[src/rtl/ctrl_pkg.sv]
// ============================================================================
// Module   : ctrl_pkg
// Purpose  : Opcodes, ALU classes and the control bundle shared by ctrl_pipe.
// Revision : 1.0 - initial release
// ============================================================================
`default_nettype none

package ctrl_pkg;

    localparam logic [6:0] OP_R      = 7'b0110011;
    localparam logic [6:0] OP_I      = 7'b0010011;
    localparam logic [6:0] OP_LOAD   = 7'b0000011;
    localparam logic [6:0] OP_STORE  = 7'b0100011;
    localparam logic [6:0] OP_BRANCH = 7'b1100011;
    localparam logic [6:0] OP_JAL    = 7'b1101111;
    localparam logic [6:0] OP_JALR   = 7'b1100111;

    localparam logic [6:0] F7_MULDIV = 7'b0000001;

    localparam logic [1:0] ALUOP_RTYPE = 2'b00;
    localparam logic [1:0] ALUOP_ITYPE = 2'b01;
    localparam logic [1:0] ALUOP_MEM   = 2'b10;
    localparam logic [1:0] ALUOP_JUMP  = 2'b11;

    typedef struct packed {
        logic       jalr;
        logic       jal;
        logic       branch;
        logic       memread;
        logic       memtoreg;
        logic       memwrite;
        logic       alusrc;
        logic       regwrite;
        logic [1:0] aluop;
    } ctrl_t;

    localparam ctrl_t CTRL_BUBBLE = '0;

endpackage

`default_nettype wire

[src/rtl/ctrl_decode.sv]
// ============================================================================
// Module   : ctrl_decode
// Purpose  : Combinational opcode -> control bundle table and rs usage flags.
//            Mul/div recognition is present only when CTRL_MULDIV_EN is defined.
// Revision : 1.0 - initial release
// ============================================================================
`default_nettype none

module ctrl_decode
    import ctrl_pkg::*;
(
    input  logic       valid,
    input  logic [6:0] opcode,
    input  logic [6:0] funct7,
    output ctrl_t      ctrl,
    output logic       md,
    output logic       use_rs1,
    output logic       use_rs2
);

    always_comb begin
        ctrl    = CTRL_BUBBLE;
        use_rs1 = 1'b0;
        use_rs2 = 1'b0;
        if (valid) begin
            case (opcode)
                OP_R: begin
                    ctrl.regwrite = 1'b1;
                    ctrl.aluop    = ALUOP_RTYPE;
                    use_rs1       = 1'b1;
                    use_rs2       = 1'b1;
                end
                OP_I: begin
                    ctrl.alusrc   = 1'b1;
                    ctrl.regwrite = 1'b1;
                    ctrl.aluop    = ALUOP_ITYPE;
                    use_rs1       = 1'b1;
                end
                OP_LOAD: begin
                    ctrl.memread  = 1'b1;
                    ctrl.memtoreg = 1'b1;
                    ctrl.alusrc   = 1'b1;
                    ctrl.regwrite = 1'b1;
                    ctrl.aluop    = ALUOP_MEM;
                    use_rs1       = 1'b1;
                end
                OP_STORE: begin
                    ctrl.memwrite = 1'b1;
                    ctrl.alusrc   = 1'b1;
                    ctrl.aluop    = ALUOP_MEM;
                    use_rs1       = 1'b1;
                    use_rs2       = 1'b1;
                end
                OP_BRANCH: begin
                    ctrl.branch   = 1'b1;
                    use_rs1       = 1'b1;
                    use_rs2       = 1'b1;
                end
                OP_JAL: begin
                    ctrl.jal      = 1'b1;
                    ctrl.regwrite = 1'b1;
                    ctrl.aluop    = ALUOP_JUMP;
                end
                OP_JALR: begin
                    ctrl.jalr     = 1'b1;
                    ctrl.alusrc   = 1'b1;
                    ctrl.regwrite = 1'b1;
                    ctrl.aluop    = ALUOP_JUMP;
                    use_rs1       = 1'b1;
                end
                default: ;
            endcase
        end
    end

`ifdef CTRL_MULDIV_EN
    assign md = valid && (opcode == OP_R) && (funct7 == F7_MULDIV);
`else
    logic w_unused_funct7;
    assign w_unused_funct7 = ^funct7;
    assign md              = 1'b0;
`endif

endmodule

`default_nettype wire

[src/rtl/ctrl_pipe.sv]
// ============================================================================
// Module   : ctrl_pipe
// Purpose  : RV32I pipelined control: decode, EX/MEM/WB control registers,
//            load-use bubbles, redirect flush, memory-stall freeze.
//            Optional multi-cycle mul/div occupancy under CTRL_MULDIV_EN.
// Revision : 1.0 - initial release
// ============================================================================
`default_nettype none

module ctrl_pipe
    import ctrl_pkg::*;
#(
    parameter int REG_AW     = 5,
    parameter int MD_LATENCY = 32
) (
    input  logic              clk,
    input  logic              rst_n,
    input  logic              id_valid,
    input  logic [6:0]        id_opcode,
    input  logic [6:0]        id_funct7,
    input  logic [REG_AW-1:0] id_rs1,
    input  logic [REG_AW-1:0] id_rs2,
    input  logic [REG_AW-1:0] id_rd,
    input  logic              ex_redirect,
    input  logic              mem_stall,
    output logic              stall_id,
    output logic              id_flush,
    output logic              ex_jalr,
    output logic              ex_jal,
    output logic              ex_branch,
    output logic              ex_memread,
    output logic              ex_memtoreg,
    output logic              ex_memwrite,
    output logic              ex_alusrc,
    output logic              ex_regwrite,
    output logic [1:0]        ex_aluop,
    output logic              ex_md,
    output logic [REG_AW-1:0] ex_rd,
    output logic              mem_memread,
    output logic              mem_memwrite,
    output logic              mem_memtoreg,
    output logic              mem_regwrite,
    output logic [REG_AW-1:0] mem_rd,
    output logic              wb_memtoreg,
    output logic              wb_regwrite,
    output logic [REG_AW-1:0] wb_rd,
    output logic              md_busy
);

    ctrl_t             w_id_ctrl;
    logic              w_id_md;
    logic              w_use_rs1;
    logic              w_use_rs2;
    logic [REG_AW-1:0] w_id_rd;
    logic              w_load_use;
    logic              w_ex_bubble;
    logic              w_md_busy;

    ctrl_t             r_ex_ctrl;
    logic              r_ex_md;
    logic [REG_AW-1:0] r_ex_rd;
    logic              r_mem_memread;
    logic              r_mem_memwrite;
    logic              r_mem_memtoreg;
    logic              r_mem_regwrite;
    logic [REG_AW-1:0] r_mem_rd;
    logic              r_wb_memtoreg;
    logic              r_wb_regwrite;
    logic [REG_AW-1:0] r_wb_rd;

    ctrl_decode u_decode (
        .valid   (id_valid),
        .opcode  (id_opcode),
        .funct7  (id_funct7),
        .ctrl    (w_id_ctrl),
        .md      (w_id_md),
        .use_rs1 (w_use_rs1),
        .use_rs2 (w_use_rs2)
    );

    assign w_id_rd = w_id_ctrl.regwrite ? id_rd : '0;

    // Usage flags are already zero for an invalid ID slot.
    assign w_load_use = r_ex_ctrl.memread && (r_ex_rd != '0) &&
                        ((w_use_rs1 && (id_rs1 == r_ex_rd)) ||
                         (w_use_rs2 && (id_rs2 == r_ex_rd)));

    assign w_ex_bubble = ex_redirect || w_load_use;
    assign stall_id    = mem_stall || w_md_busy || (w_load_use && !ex_redirect);
    assign id_flush    = w_id_ctrl.jal || w_id_ctrl.jalr;

`ifdef CTRL_MULDIV_EN
    localparam int CNT_W = $clog2(MD_LATENCY);

    logic [CNT_W-1:0] r_md_cnt;

    assign w_md_busy = (r_md_cnt != '0);

    always_ff @(posedge clk) begin
        if (!rst_n) begin
            r_md_cnt <= '0;
        end else if (!mem_stall) begin
            if (w_md_busy) begin
                r_md_cnt <= r_md_cnt - 1'b1;
            end else if (!w_ex_bubble && w_id_md) begin
                r_md_cnt <= CNT_W'(MD_LATENCY - 1);
            end
        end
    end
`else
    localparam int c_unused_md_latency = MD_LATENCY;

    assign w_md_busy = 1'b0;
`endif

    always_ff @(posedge clk) begin
        if (!rst_n) begin
            r_ex_ctrl      <= CTRL_BUBBLE;
            r_ex_md        <= 1'b0;
            r_ex_rd        <= '0;
            r_mem_memread  <= 1'b0;
            r_mem_memwrite <= 1'b0;
            r_mem_memtoreg <= 1'b0;
            r_mem_regwrite <= 1'b0;
            r_mem_rd       <= '0;
            r_wb_memtoreg  <= 1'b0;
            r_wb_regwrite  <= 1'b0;
            r_wb_rd        <= '0;
        end else if (!mem_stall) begin
            r_wb_memtoreg <= r_mem_memtoreg;
            r_wb_regwrite <= r_mem_regwrite;
            r_wb_rd       <= r_mem_rd;
            if (w_md_busy) begin
                // EX is occupied by mul/div: hold ID/EX, feed MEM a bubble.
                r_mem_memread  <= 1'b0;
                r_mem_memwrite <= 1'b0;
                r_mem_memtoreg <= 1'b0;
                r_mem_regwrite <= 1'b0;
                r_mem_rd       <= '0;
            end else begin
                r_mem_memread  <= r_ex_ctrl.memread;
                r_mem_memwrite <= r_ex_ctrl.memwrite;
                r_mem_memtoreg <= r_ex_ctrl.memtoreg;
                r_mem_regwrite <= r_ex_ctrl.regwrite;
                r_mem_rd       <= r_ex_rd;
                if (w_ex_bubble) begin
                    r_ex_ctrl <= CTRL_BUBBLE;
                    r_ex_md   <= 1'b0;
                    r_ex_rd   <= '0;
                end else begin
                    r_ex_ctrl <= w_id_ctrl;
                    r_ex_md   <= w_id_md;
                    r_ex_rd   <= w_id_rd;
                end
            end
        end
    end

    assign ex_jalr      = r_ex_ctrl.jalr;
    assign ex_jal       = r_ex_ctrl.jal;
    assign ex_branch    = r_ex_ctrl.branch;
    assign ex_memread   = r_ex_ctrl.memread;
    assign ex_memtoreg  = r_ex_ctrl.memtoreg;
    assign ex_memwrite  = r_ex_ctrl.memwrite;
    assign ex_alusrc    = r_ex_ctrl.alusrc;
    assign ex_regwrite  = r_ex_ctrl.regwrite;
    assign ex_aluop     = r_ex_ctrl.aluop;
    assign ex_md        = r_ex_md;
    assign ex_rd        = r_ex_rd;
    assign mem_memread  = r_mem_memread;
    assign mem_memwrite = r_mem_memwrite;
    assign mem_memtoreg = r_mem_memtoreg;
    assign mem_regwrite = r_mem_regwrite;
    assign mem_rd       = r_mem_rd;
    assign wb_memtoreg  = r_wb_memtoreg;
    assign wb_regwrite  = r_wb_regwrite;
    assign wb_rd        = r_wb_rd;
    assign md_busy      = w_md_busy;

endmodule

`default_nettype wire

[config.mk]
export PLATFORM = sky130hd
export DESIGN_NAME = ctrl_pipe
export DESIGN_NICKNAME = d
export VERILOG_FILES = /design/src/rtl/ctrl_pkg.sv /design/src/rtl/ctrl_decode.sv /design/src/rtl/ctrl_pipe.sv
export SDC_FILE = /design/constraint.sdc
export NUM_CORES = 1
export LEC_CHECK = 0
export CAP_MARGIN = 5
export CORE_AREA = 2 2 81 52
export DETAILED_ROUTE_END_ITERATION = 10
export DIE_AREA = 0 0 83 54
export HOLD_SLACK_MARGIN = 0.05
export MAX_ROUTING_LAYER = met4
export PLACE_DENSITY = 0.8
export SYNTH_ARGS = -nofsm -noshare
export SYNTH_HDL_FRONTEND = slang
export SYNTH_SLANG_ARGS = --single-unit
[constraint.sdc]
create_clock -name clk -period 2.45 [get_ports clk]
set_input_delay 0.3675 -clock clk [delete_from_list [all_inputs] [get_ports clk]]
set_output_delay 0.3675 -clock clk [all_outputs]
set_load 0.02 [all_outputs]
==> impl_metrics.yaml, run 1 <==
cts:
  cts_hold_buf: 0
  cts_tree: "done"
  cts.clk_slew.worst_paths_ps: 60
  clk_path_buf_depth: 2
  cts-root-buf: "clkbuf_8"
  clock_sinks: 29
  cts_buffers: 5
  insertion_delay_ps: 270
  cts_max_level: 2
placement:
  hpwl_um: 2786
  place.gp.congestion: 0.8108
  place_worst_setup_slack_ps: -475.8
  io_buffers: 59
timing:
  clock.fmax_ghz: 0.4272
  hold_viol: 0
  drv_slew: 0
  fin_skew_ps: 3.649
  min_period_over_period: 0.9553
  setup_ws_ps: 109.4
  setup_viol: 0
  period_minus_slack_ps: 2341
worst_setup_path:
  crit_path_end_kind: "output pin"
  r2r_start: "ex_rd[0]$_SDFFE_PN0N_"
  rrSetupSlack_ps: 340
  cp_max_fo: 2
  critPathKind: "in -> out"
  arrival_ps: 1970
  worstSetupStartpointType: "primary input"
  r2r-end: "ex_jalr$_SDFFE_PN0N_"
  reg2regPathDepth: 8
  cp.required_ps: 2080
yosys:
  ys_ff_latch: 29
  netlist_area_um2: 1424
  synthTopCellsByCount: "dfxtp_1, mux2i_1, nor2b_1"
  yosysMostFrequentCell: "dfxtp_1"
  synth.distinct_cells: 36
  ys.flop_type: "dfxtp_1"
  ys_seq_area_frac: 0.4077
  synth_warnings: 0
  yosys-top-cells-area: "dfxtp_1, mux2i_1, nor2b_1"
  syn_inst: 148
  synth_area_per_cell_um2: 9.621
  synthDominantCellAreaShare: 0.4077
  async_reset_ff_frac: 0
  yosys.area.top_type: "dfxtp_1"
  synth-edff-count: 0
power:
  power_density_nw_per_um2: 447.3
  pwr-share-comb: 0.150
  switching_share: 0.2306
  ir_worst_vdd_mv: 0.2233
  p_leak_nw: 0.9476
  power.switching_mw: 0.2358
  pwr-share-seq: 0.474
  p_int_mw: 0.7868
  clockPowerShare: 0.376
  power_mw: 1.023
global_route:
  antenna_found_initial: 0
  globalRouteOverflowTotal: 0
  grt_max_degree: 22
  grt_first_pass_wirelength_um: 5727
  grt_pass1_vias: 1197
  grtUsageTotal: 0.1688
final_layout:
  nets: 261
  layout-drive-gt1-share: 0.1586
  area_delta_synth_final_pct: 60.54
  antenna_cells: 0
detailed_routing:
  ant_nets: 0
  wl_per_cell_um: 13.08
  first_iter_violations: 36
  drc_errors: 0
  via_count: 1326
  vias_per_cell: 4.787
  firstDrtPassIters: 4
  postRouteWirelength_um: 3623
die:
  die_width_um: 83
  initial_core_util: 0.3697
  placeableCoreArea_um2: 3851
  rows: 18
  fp.dieH_um: 54
  dieArea_um2: 4482
  io_pins: 69
worst_hold_path:
  holdPathEnd: "ex_aluop[0]$_SDFFE_PN0N_"
  hold_path_startpoint: "ex_aluop[0]$_SDFFE_PN0N_"
  holdPathStages: 2
  hold_class: "reg -> reg"
status:
  outcome: "finished clean"
run:
  max_cap_viol_count: 0
sequential cells by signal (all words and copies together) (netlist names):
register      flops
ex_memwrite       1
ex_memread        1
ex_jal            1
ex_jalr           1
ex_rd             5
wb_regwrite       1
wb_memtoreg       1
mem_memread       1
mem_rd            5
mem_regwrite      1
ex_aluop          2
wb_rd             5
ex_regwrite       1
ex_branch         1
ex_alusrc         1
mem_memwrite      1
layer usage:
layer | vias up | GRT usage | routed length, um
met4 | 0 | 0.03279 | 23
met5 | - | - | 0
li1 | 670 | - | -
met2 | 42 | 0.2392 | 1496
met3 | 4 | 0.05215 | 246
met1 | 610 | 0.2366 | 1856
worst max-delay path, cell delays in order:
cell and delay (ps):
clkdlybuf4s50_1 420, nand2_1 90, nand4_1 100, or4_4 580, a21oi_4 170, a21o_1 140, buf_6 110
logic make-up after synthesis:
| logic type | after synthesis | share of synthesized area |
|---|---|---|
| buffers and inverters | 12 | 0.04218 |
| AO/OA/AOI/OAI | 17 | 0.1125 |
| multiplexers | 20 | 0.1406 |
| XOR/XNOR | 10 | 0.06151 |
| flip-flops | 29 | 0.4077 |
| other | 1 | 0.002634 |
| AND/OR/NAND/NOR | 59 | 0.2329 |
power by group through the flow:
stage / Combinational [mW] / Clock, mW / Sequential [mW]
2_1_floorplan: 0.0613 / 0 / 0.504
3_3_place_gp: 0.154 / 0 / 0.495
3_5_place_dp: 0.155 / 0 / 0.496
4_1_cts: 0.154 / 0.391 / 0.485
5_1_grt: 0.165 / 0.413 / 0.486
6_report: 0.153 / 0.384 / 0.485
how the worst max path moves through the flow:
stage / start / end / slack, ps / cells past startpoint
6_report: id_opcode[6] / stall_id / 110 / 7
5_1_grt: id_opcode[6] / stall_id / -1 / 9
4_1_cts: id_opcode[5] / id_flush / 0.7 / 6
3_5_place_dp: id_rs2[0] / stall_id / -480 / 7
3_3_place_gp: id_rs2[0] / stall_id / -440 / 7
2_1_floorplan: ex_rd[0]$_SDFFE_PN0N_ / stall_id / 300 / 5
timing repair:
item,CTS,global route
resized for setup,10,4
pin swaps,4,5
setup endpoints to repair,1,2
setup buffers,1,1
hold endpoints to repair,0,0
cells in the final DEF, fill, tap and decap left out, types with 3 or more instances in the layout:
master,count
nor3_1,9
nor2b_1,16
nor2_1,4
xnor2_1,4
clkdlybuf4s50_1,50
dlygate4sd2_1,4
dfxtp_1,29
dlymetal6s2s_1,4
clkbuf_8,6
nand3_1,4
buf_4,22
nand2_1,11
xor2_1,6
a21oi_1,3
mux2i_1,20
o31ai_1,4
metrics by stage:
step | TNS, ps | area, um2 | std cells | utilization | hold slack [ps]
after floorplan | 0 | 1428 | 149 | - | 474.7
after global placement | -438.0 | 2178 | 268 | 0.5656 | 436.3
after detailed placement | -475.8 | 2178 | 268 | 0.5656 | 437.7
after CTS | 0 | 2268 | 276 | 0.5890 | 455.3
after global routing | -1.378 | 2286 | 277 | 0.5936 | 480.3
final | 0 | 2286 | 277 | 0.5936 | 452.4
layout make-up:
| type | count | area (um2) |
|---|---|---|
| Multi-Input combinational cell | 108 | 787.0 |
| Timing Repair Buffer | 81 | 762.0 |
| Clock buffer | 7 | 86.33 |
| Fill cell | 335 | 1565 |
| Sequential cell | 29 | 580.6 |
| Inverter | 2 | 7.507 |
| Tap cell | 50 | 62.56 |
Note: power is estimated with default switching activity, not from simulation.
==> run 2: changes to the inputs <==
--- a/config.mk
+++ b/config.mk
@@ -6,12 +6,12 @@
 export NUM_CORES = 1
 export LEC_CHECK = 0
 export CAP_MARGIN = 5
-export CORE_AREA = 2 2 81 52
+export CORE_AREA = 2 2 85 54
 export DETAILED_ROUTE_END_ITERATION = 10
-export DIE_AREA = 0 0 83 54
+export DIE_AREA = 0 0 87 56
 export HOLD_SLACK_MARGIN = 0.05
 export MAX_ROUTING_LAYER = met4
-export PLACE_DENSITY = 0.8
+export PLACE_DENSITY = 0.78
 export SYNTH_ARGS = -nofsm -noshare
 export SYNTH_HDL_FRONTEND = slang
 export SYNTH_SLANG_ARGS = --single-unit
==> constraint.sdc (replaced) <==
create_clock -name clk -period 2.1 [get_ports clk]
set_input_delay 0.315 -clock clk [delete_from_list [all_inputs] [get_ports clk]]
set_output_delay 0.315 -clock clk [all_outputs]
set_load 0.02 [all_outputs]
==> run 2 against run 1 <==
Net effect:
- the flow now finishes with violations (setup timing)
- clock power is 21% higher
- critical path depth is 1 lower
- clock skew is 2.7 ps higher
- final cell count is 4.0% higher
- first-iteration DRC count is 75% higher
- die area is 8.7% higher
- sequential share of layout area is 1.2 points lower
- flip-flop and latch count stayed put
- non-clock buffer count is 11 higher
- critical endpoint unchanged
- largest cell class is now non-clock buffers
==> impl_metrics.yaml, run 2 (synthesized netlist as in run 1, its figures left out) <==
status:
  outcome: "finished with violations"
  violations: "setup timing"
cts:
  cts_buffers: 5
  cts_tree: "done"
  cts_max_level: 2
  cts-root-buf: "clkbuf_8"
  cts.clk_slew.worst_paths_ps: 60
  clk_path_buf_depth: 2
  clock_sinks: 29
  cts_hold_buf: 0
  insertion_delay_ps: 280
timing:
  drv_slew: 0
  period_minus_slack_ps: 2220
  setup_tns_ps: -120.3
  min_period_over_period: 1.057
  clock.fmax_ghz: 0.4504
  setup_ws_ps: -120.3
  hold_viol: 0
  setup_viol: 1
  rsz0062_at_grt: "yes"
  fin_skew_ps: 6.382
worst_setup_path:
  cp_num_cells: 6
  crit_path_end_kind: "output pin"
  critPathKind: "in -> out"
  reg2regPathDepth: 9
  cpLargestDelayFamily: "simple AND/OR/NAND/NOR gates"
  cp.required_ps: 1780
  cp_max_fo: 2
  arrival_ps: 1910
  critPathBufInv: 2
  worstSetupStartpointType: "primary input"
  cpMaxStageDelayCell: "or4_4"
  crit_chain: "clkdlybuf4s50_1, xor2_1, or4_4, a21oi_4, a21o_1, buf_6"
  critPathMaxStageDelay_ps: 550
detailed_routing:
  via_count: 1374
  firstDrtPassIters: 4
  vias_per_cell: 4.771
  postRouteWirelength_um: 4033
  wl_per_cell_um: 14.00
  ant_nets: 0
  drc_errors: 0
  first_iter_violations: 63
power:
  power_density_nw_per_um2: 510.1
  pwr-share-comb: 0.162
  ir_worst_vdd_mv: 0.2402
  p_int_mw: 0.9316
  power.switching_mw: 0.2996
  switching_share: 0.2433
  clockPowerShare: 0.378
  power_mw: 1.231
  pwr-share-seq: 0.460
  p_leak_nw: 1.031
final_layout:
  layout_commonest_cell: "clkdlybuf4s50_1"
  multi_input_area_um2: 822.0
  postLayoutCoreUtil: 0.5987
  antenna_cells: 0
  n_fill_cell: 361
  layout-drive-gt1-share: 0.2353
  stdcell_area_um2: 2414
  final_cells: 288
  area_delta_synth_final_pct: 69.51
  ff_latch_area_um2: 584.3
  final_cell_mix: "clkdlybuf4s50_1, buf_4, dfxtp_1"
  nets: 272
placement:
  hpwl_um: 2981
  place_inst: 277
  place.gp.congestion: 0.8728
  io_buffers: 59
  place_area_um2: 2246
worst_hold_path:
  hold_class: "reg -> reg"
  holdPathStages: 2
run:
  max_cap_viol_count: 0
global_route:
  grtUsageTotal: 0.1694
  antenna_found_initial: 0
  grt_max_degree: 18
  grt_first_pass_wirelength_um: 6168
  grt_pass1_vias: 1309
  globalRouteOverflowTotal: 0
die:
  placeableCoreArea_um2: 4031
  rows: 18
  io_pins: 69
  dieArea_um2: 4872
  die_width_um: 87
  fp.dieH_um: 56
  initial_core_util: 0.3532
[run 2: changes by cell type in the layout (fill, tap and decap cells not counted), sizes merged]
cell,before,now
clkdlybuf4s50,50,46
dlymetal6s2s,4,6
dlygate4sd2,4,6
buf,23,34
[run 2: area by class of cell]
cell class	instances	area share
Clock buffer	7	0.03577
Multi-Input combinational cell	108	0.3406
Timing Repair Buffer	92	0.3525
Inverter	2	0.003110
Sequential cell	29	0.2421
Tap cell	50	0.02592
[run 2: power groups by stage]
stage	clock, mW	combinational (mW)	sequential [mW]
3_5_place_dp	0	0.192	0.577
5_1_grt	0.510	0.212	0.567
3_3_place_gp	0	0.191	0.577
2_1_floorplan	0	0.0716	0.588
4_1_cts	0.477	0.193	0.566
6_report	0.465	0.199	0.567
[run 2: timing repair]
item | in CTS | in global routing
hold endpoints to repair | 0 | 0
setup buffers | 2 | 2
pin swaps | 4 | 10
endpoints found under the setup margin | 8 | 8
gates resized for setup | 14 | 15
gates cloned | 0 | 0
[run 2: worst paths after layout]
path,to,start,slack [ps]
worst min-delay path,ex_aluop[1]$_SDFFE_PN0N_,ex_aluop[1]$_SDFFE_PN0N_,450
worst max register to register,ex_rd[1]$_SDFFE_PN0N_,ex_rd[0]$_SDFFE_PN0N_,120
worst max-delay path,stall_id,id_rs2[3],-120
worst min register to register,ex_aluop[1]$_SDFFE_PN0N_,ex_aluop[1]$_SDFFE_PN0N_,450
[run 2: metal layers]
metal / track usage / share of wire
met5: - / 0
met2: 0.2356 / 0.44
met4: 0.03348 / 0.0062
met3: 0.07715 / 0.082
met1: 0.2253 / 0.47
[run 2: metrics by stage]
| step | hold WS [ps] | worst slack (ps) |
|---|---|---|
| after floorplan | 422.2 | 4.839 |
| after global placement | 436.7 | -723.7 |
| after detailed placement | 445.0 | -767.1 |
| after CTS | 458.4 | -225.2 |
| after global routing | 470.9 | -180.3 |
| final | 450.5 | -120.3 |
[run 2: worst reg2reg max path, cell delays in order, from the launching register on]
cell,delay [ps]
dfxtp_2,340
buf_6,110
buf_4,130
xor2_1,160
nor4_2,130
nand3_1,180
buf_4,180
buf_4,140
a211oi_4,360
nor3_1,110
